**src/rtl/uart_boot_loader.sv**
```systemverilog
// UART boot loader: decodes SYNC/CMD/ADDR/LEN/DATA/SUM packets from the RX FIFO,
// writes data words to memory, answers ACK/NAK on TX and launches the core on JUMP.
//
// state  | meaning
// IDLE   | discard bytes until SYNC
// CMD    | command byte, restarts checksum
// ADDR   | four address bytes, MSB first
// LEN    | word count
// DATA   | LEN x 4 data bytes, one memory write per word
// SUM    | checksum byte, decides ACK/NAK
// RESP   | one-cycle response push
module uart_boot_loader #(
  parameter logic [31:0] TIMEOUT = 32'd50_000_000,
  parameter logic [7:0]  SYNC    = 8'hA5
) (
  input  logic        clk,
  input  logic        rst,
  input  logic        rx_avail,
  input  logic [7:0]  rx_data,
  output logic        rx_en,
  output logic        tx_en,
  output logic [7:0]  tx_data,
  output logic        mem_wen,
  output logic [31:0] mem_addr,
  output logic [31:0] mem_wdata,
  output logic        boot_go,
  output logic [31:0] boot_pc,
  output logic        busy
);

  localparam logic [7:0] CMD_WRITE = 8'h01;
  localparam logic [7:0] CMD_JUMP  = 8'h02;
  localparam logic [7:0] ACK       = 8'h06;
  localparam logic [7:0] NAK       = 8'h15;

  typedef enum logic [2:0] {
    S_IDLE, S_CMD, S_ADDR, S_LEN, S_DATA, S_SUM, S_RESP
  } state_t;

  state_t      state, state_next;
  logic [1:0]  hold;
  logic [31:0] tcnt;
  logic [7:0]  cmd;
  logic [31:0] addr;
  logic [7:0]  len;
  logic [7:0]  sum;
  logic [1:0]  bcnt;
  logic [7:0]  widx;
  logic [23:0] wbuf;
  logic        resp_ack;
  logic        resp_go;
  logic        pop;
  logic        waiting;
  logic        tmo;
  logic        jump_len_ok;

  assign jump_len_ok = (cmd != CMD_JUMP) || (len == 8'd0);

  always_comb begin
    state_next = state;
    pop        = !rst && (state != S_RESP) && rx_avail && (hold == 2'd0);
    waiting    = (state inside {S_CMD, S_ADDR, S_LEN, S_DATA, S_SUM}) && !rx_avail;
    tmo        = waiting && ((tcnt + 32'd1) == TIMEOUT);
    case (state)
      S_IDLE: if (pop && rx_data == SYNC) state_next = S_CMD;
      S_CMD: begin
        if (pop) begin
          if (rx_data == CMD_WRITE || rx_data == CMD_JUMP) state_next = S_ADDR;
          else state_next = S_RESP;
        end
      end
      S_ADDR: if (pop && bcnt == 2'd3) state_next = S_LEN;
      S_LEN: begin
        if (pop) state_next = (rx_data == 8'd0) ? S_SUM : S_DATA;
      end
      S_DATA: if (pop && bcnt == 2'd3 && widx == len - 8'd1) state_next = S_SUM;
      S_SUM: if (pop) state_next = S_RESP;
      S_RESP: state_next = S_IDLE;
      default: state_next = S_IDLE;
    endcase
    // waiting implies rx_avail low, so a pop and an expiry never coincide
    if (tmo) state_next = S_RESP;
  end

  always_ff @(posedge clk) begin
    if (rst) begin
      state     <= S_IDLE;
      hold      <= 2'd0;
      tcnt      <= 32'd0;
      cmd       <= 8'd0;
      addr      <= 32'd0;
      len       <= 8'd0;
      sum       <= 8'd0;
      bcnt      <= 2'd0;
      widx      <= 8'd0;
      wbuf      <= 24'd0;
      resp_ack  <= 1'b0;
      resp_go   <= 1'b0;
      mem_wen   <= 1'b0;
      mem_addr  <= 32'd0;
      mem_wdata <= 32'd0;
      boot_pc   <= 32'd0;
    end else begin
      state   <= state_next;
      mem_wen <= 1'b0;
      if (pop) hold <= 2'd2;
      else if (hold != 2'd0) hold <= hold - 2'd1;
      if (pop || tmo) tcnt <= 32'd0;
      else if (waiting) tcnt <= tcnt + 32'd1;
      if (tmo) begin
        resp_ack <= 1'b0;
        resp_go  <= 1'b0;
      end
      if (pop) begin
        case (state)
          S_CMD: begin
            cmd      <= rx_data;
            sum      <= rx_data;
            bcnt     <= 2'd0;
            resp_ack <= 1'b0;
            resp_go  <= 1'b0;
          end
          S_ADDR: begin
            addr <= {addr[23:0], rx_data};
            sum  <= sum + rx_data;
            bcnt <= bcnt + 2'd1;
          end
          S_LEN: begin
            len  <= rx_data;
            sum  <= sum + rx_data;
            bcnt <= 2'd0;
            widx <= 8'd0;
          end
          S_DATA: begin
            sum  <= sum + rx_data;
            wbuf <= {wbuf[15:0], rx_data};
            bcnt <= bcnt + 2'd1;
            if (bcnt == 2'd3) begin
              mem_wen   <= 1'b1;
              mem_addr  <= addr + {22'd0, widx, 2'b00};
              mem_wdata <= {wbuf, rx_data};
              widx      <= widx + 8'd1;
            end
          end
          S_SUM: begin
            resp_ack <= (rx_data == sum) && jump_len_ok;
            resp_go  <= (rx_data == sum) && (cmd == CMD_JUMP) && (len == 8'd0);
            if ((rx_data == sum) && (cmd == CMD_JUMP) && (len == 8'd0)) boot_pc <= addr;
          end
          default: ;
        endcase
      end
    end
  end

  assign rx_en   = pop;
  assign tx_en   = (state == S_RESP);
  assign tx_data = (state == S_RESP) ? (resp_ack ? ACK : NAK) : 8'h00;
  assign boot_go = (state == S_RESP) && resp_go;
  assign busy    = (state != S_IDLE);

endmodule

```
**config.mk**
```make
export PLATFORM = sky130hd
export DESIGN_NAME = uart_boot_loader
export DESIGN_NICKNAME = d
export VERILOG_FILES = /design/src/rtl/uart_boot_loader.sv
export SDC_FILE = /design/constraint.sdc
export NUM_CORES = 1
export LEC_CHECK = 0
export CAP_MARGIN = 0
export CORE_UTILIZATION = 40
export DETAILED_ROUTE_END_ITERATION = 8
export PLACE_DENSITY = 0.64
export SLEW_MARGIN = 5
export SYNTH_ARGS = -nofsm -noshare
export SYNTH_HDL_FRONTEND = slang
export SYNTH_SLANG_ARGS = --single-unit
```
**constraint.sdc**
```tcl
create_clock -name clk -period 4.55 [get_ports clk]
set_input_delay 0.91 -clock clk [delete_from_list [all_inputs] [get_ports clk]]
set_output_delay 0.91 -clock clk [all_outputs]
set_load 0.02 [all_outputs]
```
== After elaboration in Yosys (flattened, before gate mapping) ==
Index checks and enable logic that the tools add are counted.
Operators by class
  add/subtract/negate cells: 7
  multipliers: 0
  div/mod/pow operators: 0
  order comparisons: 0
  eq/ne operators: 29
  shift-type cells: 0
  mux-type cells: 25
  bitwise gates (word level): 2
  reductions and logical operators: 46
Operator list (count)
  32-bit by 1-bit adder with 32-bit output (second input constant): 1
  32-bit by 10-bit adder with 32-bit output: 1
  32-bit by 26-bit == test with 1-bit output (second input constant): 1
  8-bit case mux with 2 select lines: 2
  3-bit two-way mux: 8
  3-bit case mux with 6 select lines: 1
  8-bit by 2-bit == test with 1-bit output (second input constant): 2
  8-bit == test: 2
  8-bit logical NOT: 2
  3-bit inequality test (second input constant): 5
  1-bit logical AND: 12
  2-bit AND reduction: 6
  6-bit AND reduction: 2
  5-bit two-way mux: 2
  2-bit nonzero test: 5
  2-bit OR reduction: 5
  3-bit == test (second input constant): 3
  3-bit AND reduction: 3
  8-bit by 1-bit adder with 8-bit output (second input constant): 1
  8-bit adder: 1
  8-bit by 1-bit == test with 1-bit output (second input constant): 1
  8-bit == test (second input constant): 1
  8-bit two-way mux: 1
  2-bit inequality test (second input constant): 4
  other kinds (21): 37
Word-level totals
  flip-flop bits (word level): 226
  bits in latches: 0
  bits in writable memories: 0
  ROM bits: 0
  input port bits: 11
  output and inout port bits: 109
  word-level logic and storage cells: 127
  memories kept: 0

== Logic depth before layout (Yosys ltp) ==
  depth in word-level cells: 9
  depth in mapped cells: 11
  mapped depth without buffers: 10

== Worst setup path after synthesis ==
No wires, ideal clock.
  kind: input -> register
  from: in rst
  to: reg boot_pc[10]
  library setup time: 132 ps
  data arrival time: 2774 ps
  data required time: 4418 ps
  path slack: 1644 ps
  stages: 10
  path buffers: 4
  cell sequence: clkbuf_1 -> nor4b_2 -> nand2_1 -> or2_1 -> clkbuf_1 -> or4_1 -> clkbuf_1 -> clkbuf_1 -> nand2_1 -> a21oi_1
On the way
  word-level cells in the longest chain between the ends: 5
RTL lines
  from (decl): line 17  | input logic rst,
  1-bit logical NOT: line 61  | pop = !rst && (state != S_RESP) && rx_avail && (hold == 2'd0);
  1-bit logical AND (3 in a row): line 61
  3-bit AND reduction (no line)
  to (signal assigned): line 148  | if ((rx_data == sum) && (cmd == CMD_JUMP) && (len == 8'd0)) boot_pc <= addr;
  to (decl): line 27  | output logic [31:0] boot_pc,
Several ways; a longest one is shown, not always the timed one.
A chain may end at the register's enable or synchronous reset.

== Final worst setup path ==
  from: in rx_avail
  to: out rx_en
On the way
  word-level cells in the longest chain between the ends: 2
RTL lines
  from (decl): line 18  | input logic rx_avail,
  1-bit logical AND (2 in a row): line 61
  to (decl): line 20  | output logic rx_en,
No other way between the ends.

==> parameters.txt <==
Parameter                              Value

STA
  Fin. Hold Viols    0
  Highest Clock Rate    0.281 GHz
  Minimum period implied by the final worst setup slack    3.56 ns
  Setup-violating endpoint count in the final report    0
  Max-slew violation count    0
  Total negative slack for setup checks    0 ns
  Slew of the pin with the lowest slew margin    1.03 ns
  Crit share post-route    78.3%
  Setup repair after global routing missed its margin    no
  Worst-case headroom to the max-slew limit    31.4%
  Hold_ws    0.450 ns
  Setup clock skew after layout    0.0144 ns

Yosys
  Top cells by area in the synthesized netlist    dfxtp_1 43%, nand2_1 11%, a21oi_1 7.0%
  Primary FF master, synth    dfxtp_1
  Library cell with the largest summed area after synthesis    dfxtp_1
  Post-synthesis cell count    1311
  Commonest cells in the synthesized netlist    308 x nand2_1, 226 x dfxtp_1, 146 x a21oi_1
  Count of distinct cell types in the synthesized netlist    66
  Per-instance average area after synthesis    7.95 sq um
  Yosys top cell area share    43.4%
  YS warnings    0
  Number of flip-flops and latches in the synthesized netlist    226
  Most frequent cell after synthesis    nand2_1
  Async S/R FF share, synth    0%
  Post-synthesis sequential area ratio    43.4%
  Number of enable-type register cells in the synthesized netlist    0
  Post-synth design cell area    10400 sq um

Floorplanning
  Row cnt    58
  Die boundary height    163 um
  Starting Density    41.0%
  Die extent in x    163 um
  Die Footprint    26700 sq um
  Area of the placeable core    25400 sq um
  Top-level port count    120

Clock network
  Number of H-tree levels    1
  Buffer type at the clock tree root    clkbuf_16
  Worst-case clock buffer depth    3
  Number of buffers inserted by post-CTS setup repair    0
  PostCTS Resize Cnt    0
  Post-cts hold buffer count    0
  Clock latency reported for the late side of the worst-skew pair    0.53 ns
  Clock-pin slew on the worst setup and hold paths    0.06 ns
  Total CTS buffers    26
  Sink count of the clock tree    226
  CTS tree    done

Drt
  Vias per cell    5.27
  Routed vias    9098
  Post-DRT Antenna Nets    0
  Met3 Wirelength    1660 um
  Routed len/inst    15.8 um
  Wire length on met2    12500 um
  Starting DRT DRC Count    464
  Pre-Repair DR Iteration Count    8
  Post-detailed-route DRC marker count    0
  Wire length after detailed routing    27300 um
  Highest Signal Layer    met4
  Wire length the detailed router placed on met1    12600 um

Power and ir drop
  Ratio of total power to cell area    333 nW/um^2
  Worst vdd rail ir drop    0.215 mV
  Static leakage    4.41 nW

Place
  Global placement routability congestion    0.836
  Count of input and output buffers    115
  Detailed-placement wirelength estimate    18000 um

Worst setup path
  Critical Path Sink Type    primary output
  Reg-to-reg startpoint    state[2]
  Critical Path AT    2.65 ns
  Required time at the endpoint of the critical path    3.64 ns
  Peak fanout along the critical path    12
  CP startpoint kind    input port
  Setup Crit Path Kind    in -> out
  Worst reg-to-reg setup slack    1.66 ns
  CP peak stage delay    0.59 ns
  CP Buf/Inv Count    4
  Standard cell with the maximum stage delay on the critical path    clkdlybuf4s50_1
  Dominant cell type by count on the critical path    clkdlybuf4s50_1
  Family of cells with the greatest summed delay on the critical path    buffers and inverters
  Worst r2r path cells    7
  Cells along the critical path    clkdlybuf4s50_1, nor4b_2, buf_4, nand2_1, inv_1, clkdlybuf4s50_1
  Worst reg2reg endpoint    mem_addr[21]

Layout
  Area of the multi-input gates    5450 sq um
  Fillers    2492
  Register area    4520 sq um
  Share of cells above drive strength 1    6.59%
  Area grow syn2layout    21.3%
  Final #Nets    1416
  Antenna cells    0

GRT
  GRT Residual Overflow    0
  Maximum number of pins on one net before global-route repair    96
  Total global routing track utilization    20.6%
  Antenna violations before repair    0
  Via count of the first global-routing pass    8663
  Global-route wire length before repair    44700 um

Min path
  End of the worst hold path    mem_wdata[31]
  Worst hold path cell count    2
  Path category of the worst min-delay check    reg -> reg
  Startpoint of the lowest-slack hold path    wbuf[23]

Outcome
  Status    complete, no violations

Run
  # Max-Cap Violations    0
-- final cells by class --
class | instances | area share, %
timing repair buffer | 136 | 10.3
clock inverter | 7 | 0.960
sequential | 226 | 35.8
tap | 330 | 3.27
clock buffer | 35 | 5.97
inverter | 17 | 0.505
multi-input combinational | 975 | 43.2
-- per-stage QoR --
step	utilization [%]	power [mW]	cell area [sq um]	cells	setup WS, ns
2_1_floorplan	-	2.09	10400	1314	1.64
3_3_place_gp	46.3	2.12	11800	1684	1.04
3_5_place_dp	46.3	2.12	11800	1684	0.987
4_1_cts	49.7	4.25	12600	1726	0.973
5_1_grt	49.7	4.34	12600	1726	0.897
6_report	49.7	4.21	12600	1726	0.989
-- cells by family after synthesis --
kind of cell	after synthesis	synth area share [%]
adders and majority gates	23	2.91
DFF	226	43.4
and+or+nand+nor	611	27.2
AOI/OAI and AO/OA	244	13.8
xor gates and xnor gates	81	6.81
buffers and inverters	113	4.66
other	1	0.0360
muxes	12	1.15
-- worst max-delay path by stage --
stage	from	endpoint	slack, ns	cells after the start
floorplan	rst	boot_pc[10]	1.64	10
global placement	rx_avail	rx_en	1.04	6
detailed placement	rx_avail	rx_en	0.99	6
CTS	rx_avail	rx_en	0.97	6
global route	rx_avail	rx_en	0.90	6
finish	rx_avail	rx_en	0.99	6
-- per-layer routing --
| layer | GRT usage, % | vias up |
|---|---|---|
| met1 | 27.6 | 4233 |
| li1 | - | 4589 |
| met5 | 0 | - |
| met4 | 6.37 | 0 |
| met2 | 33.5 | 233 |
| met3 | 3.53 | 43 |
-- power breakdown --
group / switching (mW) / internal [mW]
registers: 0.00135 / 1.98
logic: 0.0685 / 0.0254
clock network: 0.812 / 1.32
total: 0.881 / 3.32
-- worst reg2reg max path, delay by kind of cell, from the launching register on --
family | cells | cell delay [ns]
simple gates | 4 | 1.39
compound gates | 1 | 0.04
buf+inv | 2 | 0.75
flops | 1 | 0.67
-- layout by cell type, fill, tap and decap left out, drive strengths merged, types with 5 or more instances in the layout --
master	n
a211oi	6
a21o	11
a21oi	146
a31oi	13
and2	8
and3	26
and4	5
buf	22
clkbuf	35
clkdlybuf4s50	114
dfxtp	226
ha	21
inv	17
mux2i	12
nand2	309
nand2b	8
nand3	72
nand4	19
nor2	90
nor2b	10
nor3	21
nor3b	7
nor4	9
nor4b	5
o21ai	34
or3	7
or4	8
xnor2	35
xor2	46
-- sequential cells by signal, summed over array words and instances, names as in the netlist, 3 cells and up --
register and flops:
wbuf 24, mem_addr 32, widx 8, len 8
mem_wdata 32, addr 32, state 3, boot_pc 32
sum 8, cmd 8, tcnt 32
(Power assumes the default switching activity.)
